**src/rtl/vga_sync_gen.sv**
```systemverilog
// VGA timing generator: pixel-clock divider, horizontal/vertical counters and
// registered coordinate, blanking and sync outputs for the frame-memory pixel path.
module vga_sync_gen #(
  parameter int unsigned CLK_DIV   = 2,
  parameter int unsigned H_DISPLAY = 640,
  parameter int unsigned H_FRONT   = 16,
  parameter int unsigned H_SYNC    = 96,
  parameter int unsigned H_BACK    = 48,
  parameter int unsigned V_DISPLAY = 480,
  parameter int unsigned V_FRONT   = 10,
  parameter int unsigned V_SYNC    = 2,
  parameter int unsigned V_BACK    = 33
) (
  input  logic       clk,
  input  logic       rst_n,
  input  logic       en,
  output logic       p_tick,
  output logic [9:0] pixel_x,
  output logic [9:0] pixel_y,
  output logic       video_on,
  output logic       hsync,
  output logic       vsync,
  output logic       frame_start
);

  localparam int unsigned CNT_W    = 10;
  localparam int unsigned DIV_W    = (CLK_DIV > 1) ? $clog2(CLK_DIV) : 1;
  localparam int unsigned H_TOTAL  = H_DISPLAY + H_FRONT + H_SYNC + H_BACK;
  localparam int unsigned V_TOTAL  = V_DISPLAY + V_FRONT + V_SYNC + V_BACK;
  localparam int unsigned HS_START = H_DISPLAY + H_FRONT;
  localparam int unsigned HS_END   = HS_START + H_SYNC;
  localparam int unsigned VS_START = V_DISPLAY + V_FRONT;
  localparam int unsigned VS_END   = VS_START + V_SYNC;

  logic [DIV_W-1:0] r_div_cnt;
  logic [CNT_W-1:0] r_h_cnt;
  logic [CNT_W-1:0] r_v_cnt;

  logic [DIV_W-1:0] w_div_nxt;
  logic [CNT_W-1:0] w_h_nxt;
  logic [CNT_W-1:0] w_v_nxt;
  logic             w_tick;
  logic             w_h_wrap;
  logic             w_frame_wrap;
  logic             w_video_on;
  logic             w_hsync;
  logic             w_vsync;

  // Next-state counters; outputs decode these so they match the post-edge counts.
  always_comb begin
    w_tick       = en && (r_div_cnt == DIV_W'(CLK_DIV - 1));
    w_h_wrap     = w_tick && (r_h_cnt == CNT_W'(H_TOTAL - 1));
    w_frame_wrap = w_h_wrap && (r_v_cnt == CNT_W'(V_TOTAL - 1));

    w_div_nxt = r_div_cnt;
    if (en) begin
      w_div_nxt = w_tick ? '0 : r_div_cnt + DIV_W'(1);
    end

    w_h_nxt = r_h_cnt;
    if (w_tick) begin
      w_h_nxt = w_h_wrap ? '0 : r_h_cnt + CNT_W'(1);
    end

    w_v_nxt = r_v_cnt;
    if (w_h_wrap) begin
      w_v_nxt = w_frame_wrap ? '0 : r_v_cnt + CNT_W'(1);
    end
  end

  // Blanking and active-low sync windows.
  always_comb begin
    w_video_on = (32'(w_h_nxt) < H_DISPLAY) && (32'(w_v_nxt) < V_DISPLAY);
    w_hsync    = !((32'(w_h_nxt) >= HS_START) && (32'(w_h_nxt) < HS_END));
    w_vsync    = !((32'(w_v_nxt) >= VS_START) && (32'(w_v_nxt) < VS_END));
  end

  always_ff @(posedge clk or negedge rst_n) begin
    if (!rst_n) begin
      r_div_cnt   <= '0;
      r_h_cnt     <= '0;
      r_v_cnt     <= '0;
      p_tick      <= 1'b0;
      pixel_x     <= '0;
      pixel_y     <= '0;
      video_on    <= 1'b0;
      hsync       <= 1'b1;
      vsync       <= 1'b1;
      frame_start <= 1'b0;
    end else begin
      r_div_cnt   <= w_div_nxt;
      r_h_cnt     <= w_h_nxt;
      r_v_cnt     <= w_v_nxt;
      p_tick      <= w_tick;
      pixel_x     <= w_h_nxt;
      pixel_y     <= w_v_nxt;
      video_on    <= w_video_on;
      hsync       <= w_hsync;
      vsync       <= w_vsync;
      frame_start <= w_frame_wrap;
    end
  end

endmodule
```
**config.mk**
```make
export PLATFORM = sky130hd
export DESIGN_NAME = vga_sync_gen
export DESIGN_NICKNAME = d
export VERILOG_FILES = /design/src/rtl/vga_sync_gen.sv
export SDC_FILE = /design/constraint.sdc
export NUM_CORES = 1
export LEC_CHECK = 0
export BUFFER_PORTS_ARGS = -buffer_cell sky130_fd_sc_hd__buf_2
export CAP_MARGIN = 5
export CORE_MARGIN = 5
export CORE_UTILIZATION = 55
export DETAILED_ROUTE_END_ITERATION = 16
export PLACE_DENSITY = 0.81
export SLEW_MARGIN = 20
export SYNTH_ARGS = -nofsm -noshare
export SYNTH_HDL_FRONTEND = slang
export SYNTH_SLANG_ARGS = --single-unit
```
**constraint.sdc**
```tcl
create_clock -name clk -period 2.8 [get_ports clk]
set_input_delay 0 -clock clk [delete_from_list [all_inputs] [get_ports clk]]
set_output_delay 0 -clock clk [all_outputs]
set_load 0.02 [all_outputs]
```
-- After elaboration in Yosys (flattened, before gate mapping)
Index checks and enable logic that the tools add are counted.
- register bits after elaboration: 26
- input port bits: 3
- output and inout port bits: 25
- word-level logic and storage cells: 32
- $add $sub $neg: 3
- $lt $le $gt $ge: 6
- equal/unequal tests: 2
- mux-type cells: 5
- reductions and logical operators: 8
- operators by type and width (kind ; number):
    2-to-1 mux 10 bit ; 4
    adder 10 x 1 -> 10 bit, second input constant ; 2
    == test 10 bit, second input constant ; 2
    < comparator 10 bit, second input constant ; 2
    < comparator 10 x 9 -> 1 bit, second input constant ; 2
    >= comparator 10 bit, second input constant ; 1
    >= comparator 10 x 9 -> 1 bit, second input constant ; 1
    logical AND 1 bit ; 6
    zero test 1 bit ; 2
    adder 1 bit, second input constant ; 1
    2-to-1 mux 1 bit ; 1

-- Logic depth before layout (Yosys ltp)
Gate-level depths: netlist of the first run.
- depth in word-level cells: 8
- depth in mapped cells: 7
- gate-level depth less buffers: 7

-- Least setup slack after synthesis of the first run
No wires, ideal clock.
- kind: register -> register
- from: register r_h_cnt[6]
- to: register vsync
- data arrival time: 2.029 ns
- slack: 0.705 ns
- stages on the path, launching flop included: 7
- path buffers: 1
- clock period less this slack: 2.095 ns
- cells stage by stage: dfrtp_1 > buf_6 > or2_4 > or4_4 > nor3_2 > mux2i_1 > nand4b_4
- longest elaborated chain between the ends: 8
- elaborated cells on any way between the ends: 9
- those cells by class: order compare: 2; eq/ne: 1; mux: 2; reduce/logical: 4
- RTL lines (what ; RTL line ; source):
    start: declaration ; 36 ; logic [CNT_W-1:0] r_h_cnt;
    start signal: assignment ; 92 ; r_h_cnt <= w_h_nxt;
    == test 10 bit * ; 52 ; w_h_wrap = w_tick && (r_h_cnt == CNT_W'(H_TOTAL - 1));
    logical AND 1 bit * ; 52 ;
    logical AND 1 bit ; 53 ; w_frame_wrap = w_h_wrap && (r_v_cnt == CNT_W'(V_TOTAL - 1));
    2-to-1 mux 10 bit ; 67 ; w_v_nxt = w_frame_wrap ? '0 : r_v_cnt + CNT_W'(1);
    2-to-1 mux 10 bit * ; 66 ; if (w_h_wrap) begin
    named net w_v_nxt[9] ; 41 ; logic [CNT_W-1:0] w_v_nxt;
    >= comparator 10 x 9 -> 1 bit / < comparator 10 x 9 -> 1 bit (equally long branches) ; 75 ; w_vsync = !((32'(w_v_nxt) >= VS_START) && (32'(w_v_nxt) < VS_END));
    logical AND 1 bit * ; 75 ;
    zero test 1 bit * ; 75 ;
    named net w_vsync ; 47 ; logic w_vsync;
    end signal: assignment ; 99 ; vsync <= w_vsync;
    end: declaration ; 22 ; output logic vsync,
Mark *: on every way through the listed nets, which the timed path passes. The rest lies on a longest branch.
A chain may end at the register's enable or synchronous reset.

-- Final worst setup path of the first run
- from: register r_h_cnt[4]
- to: register vsync
The elaborated chain is that of the path after synthesis.

==> out/metrics.cfg, run 1 <==
[clock_network]
clkSlewWorstSetupHoldPaths_ns = 0.14
cts_resized = 0
cts-root-buf = clkbuf_4
clock_path_buffers = 2
cts_made_buffers = 3
cts_tree = done
cts.sinks = 26
cts_max_level = 1
clkLatencyLatePin_ns = 0.34

[logic_synthesis]
async_flop_share_pct = 100
postSynthAreaPerCell_um2 = 9.48
synthFlopType = dfrtp_1
synth_top_family_by_area = simple AND/OR/NAND/NOR gates
yosys-mux-area-fraction_pct = 1.93
synth_compound_area_share_pct = 12.1
yosysTopAreaCell = dfrtp_1
yosys_warnings = 0
syn-num-nets = 170
synthAdderAreaFrac_pct = 2.41
synthTopCellsByArea = dfrtp_1 (39%), nand2_1 (4.3%), xnor2_1 (3.9%)
synth-seq-area-share_pct = 42.0
synth.top_cell.area_share_pct = 38.6
synth-seq-cells = 26
synth_xor_area_share_pct = 6.19
netlist_instances = 164
synth_simple_gate_area_share_pct = 31.2
synth_edf_count = 0
netlist_area_um2 = 1560
ys_types = 50

[floorplan]
coreArea_um2 = 2730
die_area_um2 = 3990
die_w_um = 63.2
initial_utilization_pct = 56.9
ioPinCount = 28
dieHeight_um = 63.2
row_count = 19

[worst_setup_path]
crit_fanout = 12
required_ns = 3.08
setup.worst_path.start_class = flop
max_stage_delay_ns = 0.60
critical_path_class = reg -> reg
crit_chain = nand4b_2 > or4_4 > nor3_2 > mux2i_1 > nand4b_4
worstSetupEndpointType = flop
crit_slowest_cell = dfrtp_1
rr_worst_depth = 5
worst-endpoint-arrival_ns = 2.58

[sta]
fin_skew_ns = 0.00860
slew_viol_final = 0
fmaxAchievable_mhz = 435
setup-tns-final_ns = 0
timing.hold.ws_ns = 0.162
maxSlewHeadroom_pct = 54.8
fin_crit_sh_pct = 82.1
hold_violations = 0
setup_viol = 0
rsz0062_at_grt = false
worst_slew_pin_slew_ns = 0.669
fin_ws_ns = 0.502
layout_min_cycle_time_ns = 2.30

[routing]
highest_layer = met4
postRouteAntennaNets = 0
viasPerCell = 6.18
met1Wirelength_um = 1550
drt_iter0_drc = 47
firstDrtPassIters = 4
vias = 1379
wl_per_cell_um = 15.8
dr_wl_met3_um = 223
drcViolationCount = 0
met2_wirelength_um = 1670
drt-total-wl_um = 3520

[placement]
dp_hpwl_um = 2540
io_buffers = 27
gp_congestion = 0.913
preCtsSetupSlack_ns = 0.583

[cells_and_area]
multi_input_area_um2 = 838
fill_cells = 225
seqCellArea_um2 = 653
finalNetCount = 199
layout-drive-gt1-share_pct = 22.4
synthToLayoutAreaGrowth_pct = 13.1
diodes = 0

[pwr]
power_leakage_uw = 0.000779
vdd_ir_drop_max_mv = 0.571
pwr_density_cell_nw_per_um2 = 513

[flow_run]
maxCapViolations = 0

[global_routing]
grt_max_degree = 27
grt.total_usage_pct = 19.0
grt-ovfl-total = 0
grt_pass1_vias = 1296
grt_pass1_wl_um = 6220
antenna_found_initial = 0

[status]
status = finished, final reports clean

[hold_path]
hold_class = in -> async

critical path, delay by kind of cell, from the launching register on:
family,cells,cell delay [ns]
flops,1,0.60
mux,1,0.39
simple gates,4,1.25
flip-flops by register name, summed over array words and instances (netlist names):
register	cells
r_h_cnt	10
hsync	1
r_div_cnt	1
vsync	1
r_v_cnt	10
p_tick	1
video_on	1
frame_start	1
per-layer routing:
layer	vias to the layer above	GRT usage, %
li1	665	-
met1	650	25.6
met2	57	29.6
met3	7	4.26
met4	0	7.53
met5	-	0
what timing repair did:
item	CTS	global route
endpoints found under the hold margin	25	0
setup buffers	0	0
hold buffers	2	0
cell usage after synthesis, types with 2 or more instances:
library cell and count:
a21oi_1 6, nor4_1 4, nand3_1 7, dfstp_2 2
o22ai_1 2, buf_2 3, nand2_1 18, and4_1 2
xnor2_1 7, xor2_1 4, inv_1 8, nand4_1 9
nor4b_1 3, and3b_1 2, ha_1 3, dfrtp_1 24
nor3_1 4, o31ai_1 2, mux2i_1 3, o21ai_0 12
nor2_1 10
metrics by stage:
stage	utilization [%]	cell area (um^2)	instances	power, uW
6_report	64.3	1760	223	902
3_5_place_dp	62.3	1700	217	709
5_1_grt	64.3	1760	223	958
4_1_cts	64.3	1760	223	906
3_3_place_gp	62.3	1700	217	703
2_1_floorplan	-	1560	164	633
cells in the final DEF, fill, tap and decap left out, types with 3 or more instances in the layout:
master    synthesis  layout
xnor2_1           7       7
nor2_1           10      10
xor2_1            4       4
nor3_1            4       4
inv_1             8       8
nand4_1           9       9
clkbuf_4          0       3
mux2i_1           3       3
dfrtp_1          24      24
nor4_1            4       4
a21oi_1           6       6
buf_2             3      27
ha_1              3       3
nand2_1          18      18
o21ai_0          12      12
nand3_1           7       7
nor4b_1           3       3
power by group:
part	leakage, uW	total [uW]	switching [uW]	internal [uW]
Combinational	0.000423	218	147	71.0
Clock	0.0000210	196	116	79.9
Sequential	0.000336	488	69.0	419
Total	0.000779	902	332	570
final cells by class:
cell class | instances | area share, %
Multi-Input combinational cell | 124 | 47.7
Sequential cell | 26 | 37.1
Timing Repair Buffer | 30 | 9.25
Tap cell | 31 | 2.20
Clock buffer | 4 | 2.06
Inverter | 8 | 1.71
path summary, 6_finish.rpt:
check	startpoint	to	slack, ns
setup / recovery	r_h_cnt[4]	vsync	0.50
hold / removal	rst_n	r_h_cnt[9]	0.16
setup reg to reg	r_h_cnt[4]	vsync	0.50
hold reg to reg	r_h_cnt[1]	r_h_cnt[1]	0.55
max in group asynchronous	rst_n	vsync	2.26
min in group clk	en	r_div_cnt	0.44
cells by family after synthesis:
kind of cell | count (synthesis)
compound gates | 31
buf+inv | 14
mux | 3
xor+xnor | 11
fa+ha+maj | 3
simple gates | 76
flops | 26
(Power assumes the default switching activity.)
==> run 2: changes to the inputs <==
==> constraint.sdc (replaced) <==
create_clock -name clk -period 2.3 [get_ports clk]
set_input_delay 0 -clock clk [delete_from_list [all_inputs] [get_ports clk]]
set_output_delay 0 -clock clk [all_outputs]
set_load 0.02 [all_outputs]
==> out/metrics.cfg, run 2 (synthesis results as in run 1) <==
[status]
status = finished, final reports clean

[worst_setup_path]
max_stage_delay_ns = 0.49
r2r_slack_ns = 0.17
critical_path_class = reg -> reg
worstSetupEndpointType = flop
crit_fanout = 10
startpoint = r_h_cnt[1]
required_ns = 2.57
setup.worst_path.start_class = flop
crit_end = vsync
crit_slowest_cell = nor4_4
rr_worst_depth = 7
crit_chain = ha_1 > inv_1 > nor4_4 > buf_4 > nand4_1 > o21ai_0 > nand4b_4
worst-endpoint-arrival_ns = 2.41
reg2reg_to = vsync
rr_startpoint = r_h_cnt[1]

[placement]
placed_cells = 224
gp_congestion = 0.904
io_buffers = 27
dp_hpwl_um = 2700

[global_routing]
grt_pass1_vias = 1346
grt-ovfl-total = 0
grt_max_degree = 27
grt_pass1_wl_um = 6350
grt.total_usage_pct = 19.3
antenna_found_initial = 0

[pwr]
power.share.clock_pct = 21.7
vdd_ir_drop_max_mv = 0.610
p_comb_share_pct = 25.2
intPower_uw = 700
seq_power_share_pct = 53.0
sw_frac_of_total_pct = 37.4
power_leakage_uw = 0.000814
pwr_density_cell_nw_per_um2 = 614
p_switching_uw = 417

[clock_network]
cts_max_level = 1
cts-root-buf = clkbuf_4
clkSlewWorstSetupHoldPaths_ns = 0.15
clkLatencyLatePin_ns = 0.34
cts_made_buffers = 3
cts.sinks = 26
cts_tree = done
clock_path_buffers = 2
cts_setup_buffers = 0

[cells_and_area]
synthToLayoutAreaGrowth_pct = 16.9
fill_cells = 215
finalNetCount = 206
diodes = 0
final_cell_mix = buf_2 (27), dfrtp_1 (24), nand2_1 (18), o21ai_0 (12), nor2_1 (10)
layout-drive-gt1-share_pct = 26.1
top_regs = r_h_cnt x10, r_v_cnt x10
final_cells = 230
layout_commonest_cell = buf_2

[hold_path]
hold_class = in -> async

[sta]
slew_viol_final = 0
maxSlewHeadroom_pct = 62.3
fin_skew_ns = 0.00422
setup_viol = 0
fmaxAchievable_mhz = 469
fin_crit_sh_pct = 92.7
worst_slew_pin_slew_ns = 0.558
hold_violations = 0
rsz0062_at_grt = false
layout_min_cycle_time_ns = 2.13
setup-tns-final_ns = 0

[routing]
drt_iter0_drc = 101
postRouteAntennaNets = 0
vias = 1456
drt-total-wl_um = 3750
wl_per_cell_um = 16.3
firstDrtPassIters = 4
drcViolationCount = 0
viasPerCell = 6.33

[floorplan]
row_count = 19
die_area_um2 = 3990
coreArea_um2 = 2730
initial_utilization_pct = 56.9
die_w_um = 63.2
dieHeight_um = 63.2
ioPinCount = 28

[flow_run]
maxCapViolations = 0

## run 2: how the worst min path moves through the flow
stage | start | end | slack [ns]
after global placement | rst_n | r_v_cnt[5] | 0.03
after floorplan | rst_n | frame_start | -0.30
after global routing | rst_n | r_v_cnt[6] | 0.22
final | rst_n | r_h_cnt[4] | 0.17
after CTS | rst_n | r_h_cnt[4] | 0.20
after detailed placement | rst_n | r_v_cnt[8] | 0.04
## run 2: power groups by stage
stage	combinational (uW)	clock (uW)	sequential (uW)
floorplan	134	0	636
global placement	272	0	587
detailed placement	275	0	599
CTS	282	247	590
global route	313	269	603
finish	282	243	592
## run 2: worst max-delay path: cells and delay by family, from the launching register on
family                     cells  cell delay, ns
AOI/OAI and AO/OA              1            0.18
adders and majority gates      1            0.38
buffers and inverters          2            0.36
DFF                            1            0.43
and+or+nand+nor                3            0.72
## run 2: repair_timing
item,in CTS,in global routing
endpoints found under the hold margin,25,0
endpoints found under the setup margin,0,2
hold buffers,2,0
resized for setup,0,2
## run 2: layer usage
metal | routed length [um] | global-route usage, %
met2 | 1790 | 30.6
met4 | 63 | 7.01
met3 | 263 | 3.37
met5 | 0 | 0
met1 | 1630 | 26.5
## run 2: cell type report
cell class                      instances  area, um^2  area share [%]
Clock buffer                            4        36.3            2.00
Inverter                                8        30.0            1.65
Multi-Input combinational cell        124         845            46.5
Sequential cell                        26         653            35.9
Tap cell                               31        38.8            2.13
Timing Repair Buffer                   37         215            11.8
## run 2: per-stage QoR
step / area, um^2 / setup WS (ns) / utilization, % / hold WS (ns) / total power [uW]
after floorplan: 1560 / 0.205 / - / -0.296 / 770
after global placement: 1760 / 0.260 / 64.2 / 0.0259 / 859
after detailed placement: 1760 / 0.193 / 64.2 / 0.0399 / 874
after CTS: 1810 / 0.171 / 66.3 / 0.204 / 1120
after global routing: 1820 / 0.0336 / 66.5 / 0.218 / 1190
final: 1820 / 0.168 / 66.5 / 0.172 / 1120
==> run 3: changes to the inputs <==
--- a/config.mk
+++ b/config.mk
@@ -5,12 +5,13 @@
 export SDC_FILE = /design/constraint.sdc
 export NUM_CORES = 1
 export LEC_CHECK = 0
+export ABC_AREA = 1
 export BUFFER_PORTS_ARGS = -buffer_cell sky130_fd_sc_hd__buf_2
 export CAP_MARGIN = 5
 export CORE_MARGIN = 5
-export CORE_UTILIZATION = 55
+export CORE_UTILIZATION = 31
 export DETAILED_ROUTE_END_ITERATION = 16
-export PLACE_DENSITY = 0.81
+export PLACE_DENSITY = 0.52
 export SLEW_MARGIN = 20
 export SYNTH_ARGS = -nofsm -noshare
 export SYNTH_HDL_FRONTEND = slang
==> out/metrics.cfg, run 3 <==
[clock_network]
clkSlewWorstSetupHoldPaths_ns = 0.09
cts_tree = done
cts_setup_buffers = 0
cts-root-buf = clkbuf_8
clkLatencyLatePin_ns = 0.27
cts_max_level = 1
cts.sinks = 26
cts_made_buffers = 3
clock_path_buffers = 2

[worst_setup_path]
setup.worst_path.start_class = flop
critical_path_class = reg -> reg
crit_fanout = 16
required_ns = 2.51
worst-endpoint-arrival_ns = 2.18
worstSetupEndpointType = flop

[floorplan]
coreArea_um2 = 4690
dieHeight_um = 79.4
die_w_um = 79.4
ioPinCount = 28
die_area_um2 = 6310
initial_utilization_pct = 31.8
row_count = 25

[cells_and_area]
diodes = 0
top_regs = r_h_cnt x10, r_v_cnt x10
postLayoutCoreUtil_pct = 37.0
layout-drive-gt1-share_pct = 17.9
finalNetCount = 248
layout_commonest_cell = nand2_1
final_cell_area_um2 = 1740
synthToLayoutAreaGrowth_pct = 16.2
final_cell_mix = nand2_1 (61), inv_1 (38), nor2_1 (31), buf_2 (27), dfrtp_1 (24)
fill_cells = 518

[sta]
fin_skew_ns = 0.00265
worst_slew_pin_slew_ns = 0.601
maxSlewHeadroom_pct = 59.9
slew_viol_final = 0
setup_viol = 0
setup-tns-final_ns = 0
layout_min_cycle_time_ns = 1.97
fin_crit_sh_pct = 85.5
hold_violations = 0
rsz0062_at_grt = false
fmaxAchievable_mhz = 508

[logic_synthesis]
ys_types = 22
synth_top_family_by_area = simple AND/OR/NAND/NOR gates
synth_xor_area_share_pct = 1.17
synth.top_cell.area_share_pct = 40.2
synth.most_common_cell = nand2_1
synth_edf_count = 0
synthFlopType = dfrtp_1
synthAdderAreaFrac_pct = 2.51
yosys-mux-area-fraction_pct = 0
postSynthAreaPerCell_um2 = 7.11
synth_simple_gate_area_share_pct = 37.2
yosys_warnings = 0
synth-seq-cells = 26
async_flop_share_pct = 100
yosys-top-cells-count = nand2_1 (61), inv_1 (38), nor2_1 (31)
syn-num-nets = 216
synthTopCellsByArea = dfrtp_1 (40%), nand2_1 (15%), inv_1 (9.5%)
netlist_instances = 210
netlist_area_um2 = 1490
synth-seq-area-share_pct = 43.7
yosysTopAreaCell = dfrtp_1
synth_compound_area_share_pct = 4.27

[global_routing]
antenna_found_initial = 0
grt.total_usage_pct = 12.5
grt_max_degree = 27
grt-ovfl-total = 0
grt_pass1_wl_um = 6290
grt_pass1_vias = 1326

[routing]
drt-total-wl_um = 3640
postRouteAntennaNets = 0
wl_per_cell_um = 12.4
firstDrtPassIters = 4
drt_iter0_drc = 61
viasPerCell = 4.63
vias = 1362
drcViolationCount = 0

[placement]
gp_congestion = 0.843
dpl_cell_area_um2 = 1690
dp_hpwl_um = 2800
io_buffers = 27

[pwr]
power_leakage_uw = 0.000935
p_total_uw = 1270
vdd_ir_drop_max_mv = 0.371
pwr_density_cell_nw_per_um2 = 730

[hold_path]
hold_class = in -> reg

[flow_run]
maxCapViolations = 0

[status]
status = finished, final reports clean

-- run 3: routing by layer --
metal / part of all wire (%) / global-route usage (%) / routed length (um) / vias to the layer above
met5: 0 / 0 / 0 / -
met1: 49 / 16.2 / 1780 / 623
li1: - / - / - / 706
met2: 45 / 20.6 / 1640 / 29
met3: 5.2 / 3.50 / 190 / 4
met4: 0.85 / 2.58 / 31 / 0
-- run 3: what timing repair did --
| action | CTS | global route |
|---|---|---|
| endpoints found under the hold margin | 24 | 0 |
| hold buffers | 1 | 0 |
| gates resized for setup | 0 | 0 |
-- run 3: where the power goes --
part	internal, uW	switching (uW)
Sequential	519	73.0
Combinational	131	280
Clock	118	148
-- run 3: final timing paths --
kind	startpoint	depth (start not counted)	slack (ns)	to
max in group asynchronous	rst_n	2	1.65	r_h_cnt[8]
min in group asynchronous	rst_n	2	0.26	r_div_cnt
worst max register to register	r_h_cnt[1]	12	0.33	vsync
worst min register to register	r_h_cnt[1]	2	0.56	r_h_cnt[1]
worst min-delay path	en	3	0.002	r_div_cnt
worst max-delay path	r_h_cnt[1]	12	0.33	vsync
-- run 3: critical path: stages, from the launching register on --
cell and delay, ns:
dfrtp_1 0.40, ha_1 0.22, nand2_2 0.08, nor2_4 0.12, nand2_2 0.07, nor2_4 0.33
inv_1 0.22, nor2_1 0.13, nor2_1 0.05, nand2_1 0.08, nand2_1 0.05, nor2_1 0.09
nand2_1 0.06
-- run 3: area by class of cell --
type | instances | area [um^2] | area share [%]
clock buffers | 3 | 41.3 | 2.38
repair buffers | 29 | 153 | 8.79
multi-input cells | 143 | 674 | 38.8
flip-flops and latches | 26 | 653 | 37.6
well taps | 54 | 67.6 | 3.89
inverters | 39 | 148 | 8.50
-- run 3: kinds of logic (layout without fill, tap and decap cells) --
family	Yosys count	after routing
and+or+nand+nor	128	128
buffers and inverters	41	71
DFF	26	26
AOI/OAI and AO/OA	10	10
adders and majority gates	3	3
xor gates and xnor gates	2	2
-- run 3: per-stage QoR --
step	setup WS, ns	hold WS [ns]	std cells
floorplan	0.562	-0.296	210
CTS	0.330	0.00388	294
global placement	0.365	0.0442	290
finish	0.333	0.00164	294
detailed placement	0.341	0.0476	290
global route	0.0369	0.00766	294
